$ cat src/rtl/led_pattern_seq.sv
// LED pattern sequencer: alternate / walk / bounce / hold modes stepped every TOP+1 clocks.
// Optional `LED_PWM_EN adds a brightness input and a registered PWM gate on the LED outputs.
module led_pattern_seq #(
    parameter int LED_WIDTH       = 4,
    parameter int CLOCK_FREQ_HZ   = 10000000,
    parameter int PULSE_FREQ_MULT = 12,
    parameter int PULSE_FREQ_DVSR = 10
) (
    input  logic                 clk,
    input  logic                 reset,
    input  logic                 enable,
    input  logic [1:0]           mode,
    input  logic [LED_WIDTH-1:0] pattern,
`ifdef LED_PWM_EN
    input  logic [2:0]           brightness,
`endif
    output logic [LED_WIDTH-1:0] led,
    output logic                 step
);

    localparam int TOP = (CLOCK_FREQ_HZ * PULSE_FREQ_DVSR / 2) / PULSE_FREQ_MULT;
    localparam int CW  = $clog2(TOP + 1);
    localparam logic [CW-1:0] TOP_C = CW'(TOP);

    localparam logic [1:0] M_ALT    = 2'b00;
    localparam logic [1:0] M_WALK   = 2'b01;
    localparam logic [1:0] M_BOUNCE = 2'b10;
    localparam logic [1:0] M_HOLD   = 2'b11;

    localparam logic DIR_UP   = 1'b0;
    localparam logic DIR_DOWN = 1'b1;

    localparam logic [LED_WIDTH-1:0] ONE_HOT0 = LED_WIDTH'(1);

    logic [CW-1:0]        counter, counter_n;
    logic [LED_WIDTH-1:0] led_state, led_n;
    logic                 step_q, step_n;
    logic                 dir, dir_n;
    logic [1:0]           cur_mode, mode_n;
    logic                 reload, reload_n;

    logic [LED_WIDTH-1:0] shl, shr, rotl;
    logic                 load;

    assign shl  = led_state << 1;
    assign shr  = led_state >> 1;
    // Written as two shifts so it also degenerates correctly to identity at LED_WIDTH=1.
    assign rotl = (led_state << 1) | (led_state >> (LED_WIDTH - 1));
    assign load = reload || (mode != cur_mode);

    // State register
    always_ff @(posedge clk) begin
        if (reset) begin
            counter   <= '0;
            led_state <= '0;
            step_q    <= 1'b0;
            dir       <= DIR_UP;
            cur_mode  <= M_ALT;
            reload    <= 1'b1;
        end else begin
            counter   <= counter_n;
            led_state <= led_n;
            step_q    <= step_n;
            dir       <= dir_n;
            cur_mode  <= mode_n;
            reload    <= reload_n;
        end
    end

    // Next-state logic
    always_comb begin
        counter_n = counter;
        led_n     = led_state;
        step_n    = 1'b0;
        dir_n     = dir;
        mode_n    = cur_mode;
        reload_n  = reload;
        if (load) begin
            // A load always wins, even over a step falling due on the same edge.
            counter_n = '0;
            mode_n    = mode;
            reload_n  = 1'b0;
            dir_n     = DIR_UP;
            case (mode)
                M_WALK, M_BOUNCE: led_n = ONE_HOT0;
                default:          led_n = pattern;
            endcase
        end else if (enable) begin
            if (counter != TOP_C) begin
                counter_n = counter + 1'b1;
            end else begin
                counter_n = '0;
                step_n    = 1'b1;
                case (cur_mode)
                    M_ALT:  led_n = ~led_state;
                    M_WALK: led_n = rotl;
                    M_BOUNCE: begin
                        if (LED_WIDTH == 1) begin
                            led_n = led_state;
                        end else if (dir == DIR_UP) begin
                            led_n = shl;
                            if (shl[LED_WIDTH-1]) dir_n = DIR_DOWN;
                        end else begin
                            led_n = shr;
                            if (shr[0]) dir_n = DIR_UP;
                        end
                    end
                    default: led_n = pattern;
                endcase
            end
            if (cur_mode == M_HOLD) led_n = pattern;
        end
    end

    // Outputs
    assign step = step_q;

`ifdef LED_PWM_EN
    logic [2:0]           pwm_cnt;
    logic [LED_WIDTH-1:0] led_q;

    always_ff @(posedge clk) begin
        if (reset) begin
            pwm_cnt <= '0;
            led_q   <= '0;
        end else begin
            pwm_cnt <= pwm_cnt + 3'd1;
            led_q   <= led_state & {LED_WIDTH{pwm_cnt <= brightness}};
        end
    end

    assign led = led_q;
`else
    assign led = led_state;
`endif

endmodule

$ cat config.mk
export PLATFORM = sky130hd
export DESIGN_NAME = led_pattern_seq
export DESIGN_NICKNAME = d
export VERILOG_FILES = /design/src/rtl/led_pattern_seq.sv
export SDC_FILE = /design/constraint.sdc
export NUM_CORES = 1
export LEC_CHECK = 0
export CAP_MARGIN = 20
export CORE_MARGIN = 8
export CORE_UTILIZATION = 50
export CTS_CLUSTER_SIZE = 10
export DETAILED_ROUTE_END_ITERATION = 8
export HOLD_SLACK_MARGIN = 0.08
export PLACE_DENSITY_LB_ADDON = 0.05
export SYNTH_ARGS = -nofsm -noshare
export SYNTH_HDL_FRONTEND = slang
export SYNTH_SLANG_ARGS = --single-unit
$ cat constraint.sdc
create_clock -name clk -period 3.19 [get_ports clk]
set_input_delay 0.638 -clock clk [delete_from_list [all_inputs] [get_ports clk]]
set_output_delay 0.638 -clock clk [all_outputs]
set_load 0.05 [all_outputs]
==> impl_metrics.env, run 1 <==
export IMPL_yosysWarningCount=0
export IMPL_synth_top_cells_by_area="sky130_fd_sc_hd__dfxtp_1 38%, sky130_fd_sc_hd__nor2_1 6.7%, sky130_fd_sc_hd__xnor2_1 6.4%, sky130_fd_sc_hd__xor2_1 5.9%, sky130_fd_sc_hd__buf_6 2.8%"
export IMPL_cap_violations=0
export IMPL_cts_tree="yes"
export IMPL_worstPathArrival_ns=2.64
export IMPL_ctsLongestPathBuffers=2
export IMPL_cell_type_with_the_highest_aggregate_area_in_the_netlist="sky130_fd_sc_hd__dfxtp_1"
export IMPL_cell_types_with_the_highest_counts_after_synthesis="31 x sky130_fd_sc_hd__dfxtp_1, 29 x sky130_fd_sc_hd__nor2_1, 12 x sky130_fd_sc_hd__xnor2_1, 11 x sky130_fd_sc_hd__nand2_1, 11 x sky130_fd_sc_hd__xor2_1"
export IMPL_design_portCount=14
export IMPL_hold_slack_ns=0.5177
export IMPL_floorplan_die_area_um2=5350
export IMPL_grt_overflow=0
export IMPL_power_static_leakage_nw=0.5755
export IMPL_worst_setup_path_type="in2reg"
export IMPL_die_y_um=73.15
export IMPL_floorplan_initialDensity=0.5305
export IMPL_synth_async_reset_ratio=0
export IMPL_critical_path_slowest_cell="sky130_fd_sc_hd__clkdlybuf4s50_1"
export IMPL_detail_route_wl_per_cell_um=13.88
export IMPL_fillers=299
export IMPL_hold_path_class="reg2reg"
export IMPL_setup_viol=0
export IMPL_synth_distinct_cells=45
export IMPL_dpl_hpwl_mm=2.427
export IMPL_worst_vdd_drop_uv=283.6
export IMPL_fmax_mhz=408.0
export IMPL_global_route_peak_usage_layer="met2"
export IMPL_place_congestion=0.8689
export IMPL_syn_num_nets=194
export IMPL_global_route_usage_met2=0.1857
export IMPL_worstPathMaxFanout=22
export IMPL_viasPerCell=5.471
export IMPL_area_of_the_multi_input_gates_um2=935.9
export IMPL_grt_met1_usage=0.1804
export IMPL_cts_htree_levels=2
export IMPL_timing_final_max_slew_violations=0
export IMPL_synth_top_cell_area_share=0.3801
export IMPL_remaining_drc_errors=0
export IMPL_syn_area_per_cell_um2=8.922
export IMPL_edff_count_synth=0
export IMPL_vias_in_the_first_global_route=1200
export IMPL_fp_coreArea_um2=3078
export IMPL_postSynthCellCount=183
export IMPL_ys_dominant_reg_cell="sky130_fd_sc_hd__dfxtp_1"
export IMPL_critical_path_top_delay_family="simple AND/OR/NAND/NOR gates"
export IMPL_fin_setup_tns_ns=0
export IMPL_fin_cells=240
export IMPL_placementRows=20
export IMPL_post_layout_total_power_mw=0.7106
export IMPL_tritoncts_num_buffers=5
export IMPL_insertedDiodeCount=0
export IMPL_start_kind="primary input"
export IMPL_synth_most_common_cell="sky130_fd_sc_hd__dfxtp_1"
export IMPL_path_clk_slew_ns=0.09
export IMPL_worst_endpoint_required_ns=3.38
export IMPL_die_width_um=73.15
export IMPL_cts_repair_timing_setup_buffer_count=0
export IMPL_syn_cell_area_um2=1633
export IMPL_firstDrtPassIters=4
export IMPL_cp_cell_sequence="clkdlybuf4s50_1, nand2_1, or4_4, nor4_4, or2_4, a211oi_1"
export IMPL_reg2reg_slack_ns=0.91
export IMPL_synth_yosys_seq_area_share=0.3801
export IMPL_initialDrtViolationCount=97
export IMPL_status="complete, no violations"
export IMPL_num_nets_final=206
export IMPL_final_seq_area_um2=620.6
export IMPL_finClkSkew_ns=0.02075
export IMPL_groute_layer_met3_usage=0.03159
export IMPL_fraction_of_layout_instances_using_a_drive_strength_above_1=0.1173
export IMPL_hold_violations=0
export IMPL_clock_sinks=31
export IMPL_antenna_left=0
export IMPL_ys_seq_elements=31
export IMPL_rsz_0062_raised_after_global_routing="false"
export IMPL_vias=1313
export IMPL_ctsResizeCount=0
export IMPL_dp_cells=232
export IMPL_drt_wl_total_mm=3.330
export IMPL_antenna_found_initial=0
export IMPL_clock_tree_root_cell="sky130_fd_sc_hd__clkbuf_4"
export IMPL_grtUsageTotal=0.1324
export IMPL_post_route_period_util=0.7684
export IMPL_cts_hold_repair_buffers=0
export IMPL_critPathMaxStageDelay_ns=0.65
export IMPL_grt_first_pass_wirelength_mm=5.595
export IMPL_grt_max_degree=23
export IMPL_numPortBuffers=13
export IMPL_tightestPinTransition_ns=0.5414
export IMPL_cp_buffers_inverters=1
export IMPL_max_slew_margin=0.6386
export IMPL_worstSkewPairLatency_ns=0.33
export IMPL_period_minus_slack_ns=2.451
export IMPL_power_density_nw_per_um2=392.8
export IMPL_synthToLayoutAreaGrowth_pct=10.80
export IMPL_worst_setup_path_end_kind="flop"
==> power breakdown <==
part	leakage, nW	internal [mW]	switching, mW
Sequential	0.251	0.394	0.0149
Combinational	0.289	0.0379	0.0469
Clock	0.0347	0.0819	0.135
==> layer usage <==
layer  up-vias  part of all wire
met1       613              0.51
met2        28              0.43
li1        666                 -
met3         6             0.036
met4         0             0.020
met5         -                 0
==> flip-flops by register name (all words and copies together) (netlist names) <==
| signal | flops |
|---|---|
| dir | 1 |
| step | 1 |
| counter | 22 |
| reload | 1 |
| cur_mode | 2 |
| led | 4 |
==> through the flow <==
step | utilization | setup slack (ns) | cell area [um2]
6_report | 0.5878 | 0.7387 | 1809
5_1_grt | 0.5878 | 0.6281 | 1809
4_1_cts | 0.5878 | 0.7535 | 1809
3_5_place_dp | 0.5707 | 0.4255 | 1757
3_3_place_gp | 0.5707 | 0.4989 | 1757
2_1_floorplan | - | 1.210 | 1633
==> worst min-delay path, cell delays in order (launching register included) <==
cell and delay [ns]:
sky130_fd_sc_hd__dfxtp_1 0.34, sky130_fd_sc_hd__nand2b_1 0.07, sky130_fd_sc_hd__mux2i_1 0.07
==> path summary, 6_finish.rpt <==
path | start | end | cells past startpoint
worst min-delay path | led[0] | led[0] | 2
worst max-delay path | enable | counter[1] | 6
worst min register to register | led[0] | led[0] | 2
worst max register to register | counter[1] | counter[1] | 6
==> layout make-up <==
type / count / share of cell area
multi-input combinational: 140 / 0.5173
sequential: 31 / 0.3430
timing repair buffer: 13 / 0.07192
tap: 44 / 0.03043
clock buffer: 5 / 0.02075
clock inverter: 3 / 0.008299
inverter: 4 / 0.008299
==> cells in the final DEF (no fill, tap or decap), drive strengths merged, types with 2 or more instances in the layout <==
cell type       n
dfxtp          31
nor2           29
clkdlybuf4s50  13
xnor2          12
nand2          11
xor2           11
nor3            9
nand3           7
o21ai           7
nand4           6
clkbuf          5
inv             4
a211oi          4
nor2b           4
nor4            4
and4            4
and3            4
clkinv          3
nor4bb          2
a31oi           2
a21oi           2
mux2i           2
ha              2
or2             2
==> logic make-up (layout without fill, tap and decap cells) <==
| family | count (synthesis) | in the layout | synth area share |
|---|---|---|---|
| compound gates | 20 | 20 | 0.08123 |
| xor+xnor | 23 | 23 | 0.1234 |
| fa+ha+maj | 2 | 2 | 0.01532 |
| buf+inv | 12 | 25 | 0.04674 |
| flops | 31 | 31 | 0.3801 |
| mux | 4 | 4 | 0.03295 |
| simple gates | 91 | 91 | 0.3203 |
No activity file was read; power rests on OpenSTA's default activity.
==> inputs of run 2 (changes only) <==
- clock period: 3.19 -> 2.4 ns (I/O delays scaled with it)
==> run 2 against run 1 <==
Net effect: power is 54% higher; final area is 5.6% higher; clock-buffer cell count increased by 1; clock skew shrank 0.0037 ns; non-clock buffer count rose by 9; largest power group unchanged.
==> impl_metrics.env, run 2 (synthesized netlist as in run 1, its figures left out) <==
export IMPL_status="complete, no violations"
export IMPL_top_layer_used="met4"
export IMPL_path_clk_slew_ns=0.10
export IMPL_critical_path_top_delay_family="buffers and inverters"
export IMPL_cp_cell_sequence="clkdlybuf4s50_1"
export IMPL_fraction_of_layout_instances_using_a_drive_strength_above_1=0.1561
export IMPL_final_common_cell="sky130_fd_sc_hd__dfxtp_1"
export IMPL_tightestPinTransition_ns=0.4992
export IMPL_finalWorstSetupSlack_ns=0.2679
export IMPL_dpl_worst_slack_ns=0.1247
export IMPL_start_kind="flop"
export IMPL_die_y_um=73.15
export IMPL_cts_tree="yes"
export IMPL_cts_repair_timing_setup_buffer_count=0
export IMPL_die_width_um=73.15
export IMPL_floorplan_initialDensity=0.5305
export IMPL_worstPathMaxFanout=6
export IMPL_place_congestion=0.8779
export IMPL_antenna_left=0
export IMPL_floorplan_die_area_um2=5350
export IMPL_insertedDiodeCount=0
export IMPL_critPathMaxStageDelay_ns=0.85
export IMPL_worst_setup_path_end_kind="primary output"
export IMPL_critical_path_slowest_cell="sky130_fd_sc_hd__clkdlybuf4s50_1"
export IMPL_hold_path_class="reg2reg"
export IMPL_cts_hold_repair_buffers=0
export IMPL_finClkSkew_ns=0.01707
export IMPL_hold_violations=0
export IMPL_period_minus_slack_ns=2.132
export IMPL_vias=1387
export IMPL_numPortBuffers=13
export IMPL_worst_endpoint_required_ns=1.92
export IMPL_grt_first_pass_wirelength_mm=5.996
export IMPL_drt_wl_total_mm=3.471
export IMPL_rsz_0062_raised_after_global_routing="false"
export IMPL_cts_htree_levels=2
export IMPL_worstSkewPairLatency_ns=0.33
export IMPL_firstDrtPassIters=4
export IMPL_ctsLongestPathBuffers=2
export IMPL_timing_final_max_slew_violations=0
export IMPL_cap_violations=0
export IMPL_most_common_layout_cells="31 x sky130_fd_sc_hd__dfxtp_1, 29 x sky130_fd_sc_hd__nor2_1, 13 x sky130_fd_sc_hd__clkdlybuf4s50_1"
export IMPL_remaining_drc_errors=0
export IMPL_met3RoutedLength_um=138
export IMPL_tritoncts_num_buffers=5
export IMPL_largest_register_ff_count=22
export IMPL_num_nets_final=215
export IMPL_detail_route_wirelength_met1_mm=1.712
export IMPL_route_met2_wl_mm=1.598
export IMPL_power_density_nw_per_um2=573.3
export IMPL_grtUsageTotal=0.1439
export IMPL_initialDrtViolationCount=93
export IMPL_setup_viol=0
export IMPL_design_portCount=14
export IMPL_antenna_found_initial=0
export IMPL_reg2reg_slack_ns=0.37
export IMPL_cp_buffers_inverters=1
export IMPL_fmax_mhz=469.0
export IMPL_power_static_leakage_nw=0.6340
export IMPL_synthToLayoutAreaGrowth_pct=17.01
export IMPL_fin_setup_tns_ns=0
export IMPL_vias_in_the_first_global_route=1268
export IMPL_detail_route_wl_per_cell_um=13.94
export IMPL_placementRows=20
export IMPL_clock_tree_root_cell="sky130_fd_sc_hd__clkbuf_4"
export IMPL_clock_sinks=31
export IMPL_grt_max_degree=23
export IMPL_regMostFlops="counter"
export IMPL_post_route_period_util=0.8884
export IMPL_max_slew_margin=0.6662
export IMPL_worst_setup_path_type="reg2out"
export IMPL_viasPerCell=5.570
export IMPL_worst_vdd_drop_uv=320.2
export IMPL_grt_overflow=0
export IMPL_ctsResizeCount=0
export IMPL_worstPathArrival_ns=1.65
export IMPL_dpl_hpwl_mm=2.593
export IMPL_fp_coreArea_um2=3078
[run 2: layout make-up]
type / instances / area [um2]
multi-input combinational: 140 / 935.9
sequential: 31 / 620.6
clock buffer: 6 / 51.30
fill: 285 / 1167
inverter: 4 / 15.01
timing repair buffer: 22 / 197.7
tap: 44 / 55.05
clock inverter: 2 / 35.03
[run 2: metrics by stage]
stage / area (um2) / power [mW] / hold WS (ns) / cells / util
after floorplan: 1633 / 0.6326 / 0.4759 / 183 / -
after global placement: 1824 / 0.6759 / 0.4942 / 241 / 0.5927
after detailed placement: 1824 / 0.6789 / 0.5012 / 241 / 0.5927
after CTS: 1911 / 1.104 / 0.5210 / 249 / 0.6207
after global routing: 1911 / 1.140 / 0.5577 / 249 / 0.6207
final: 1911 / 1.095 / 0.5174 / 249 / 0.6207
[run 2: layer usage]
layer  vias up  GRT usage
met1       668     0.1920
met3         3    0.04533
li1        691          -
met5         -          0
met2        25     0.2115
met4         0    0.04667
[run 2: where the power goes]
group	internal (mW)	total, mW	switching [mW]	leakage, nW
clock network	0.246	0.428	0.182	0.0482
logic	0.0588	0.127	0.0687	0.334
registers	0.524	0.540	0.0163	0.251
total	0.829	1.10	0.267	0.634
[run 2: path summary, 6_finish.rpt]
check,startpoint,endpoint,cells after the start
setup / recovery,led[2],led[2],1
setup reg to reg,counter[1],led[1],7
hold / removal,led[0],led[0],2
hold reg to reg,led[0],led[0],2
==> inputs of run 3 (changes only) <==
--- a/constraint.sdc
+++ b/constraint.sdc
@@ -3,2 +3,2 @@
 set_output_delay 0.48 -clock clk [all_outputs]
-set_load 0.05 [all_outputs]
+set_load 0.02 [all_outputs]
==> results of run 3 <==
Same layout as run 2 (identical final DEF). Status: complete, no violations.
Among the figures that moved: setup slack after layout 0.2679 ns -> 0.3657 ns; start point of the critical path led[2] -> counter[1]; end point of the critical path led[2] -> led[1]; total power 1.095 mW -> 1.081 mW
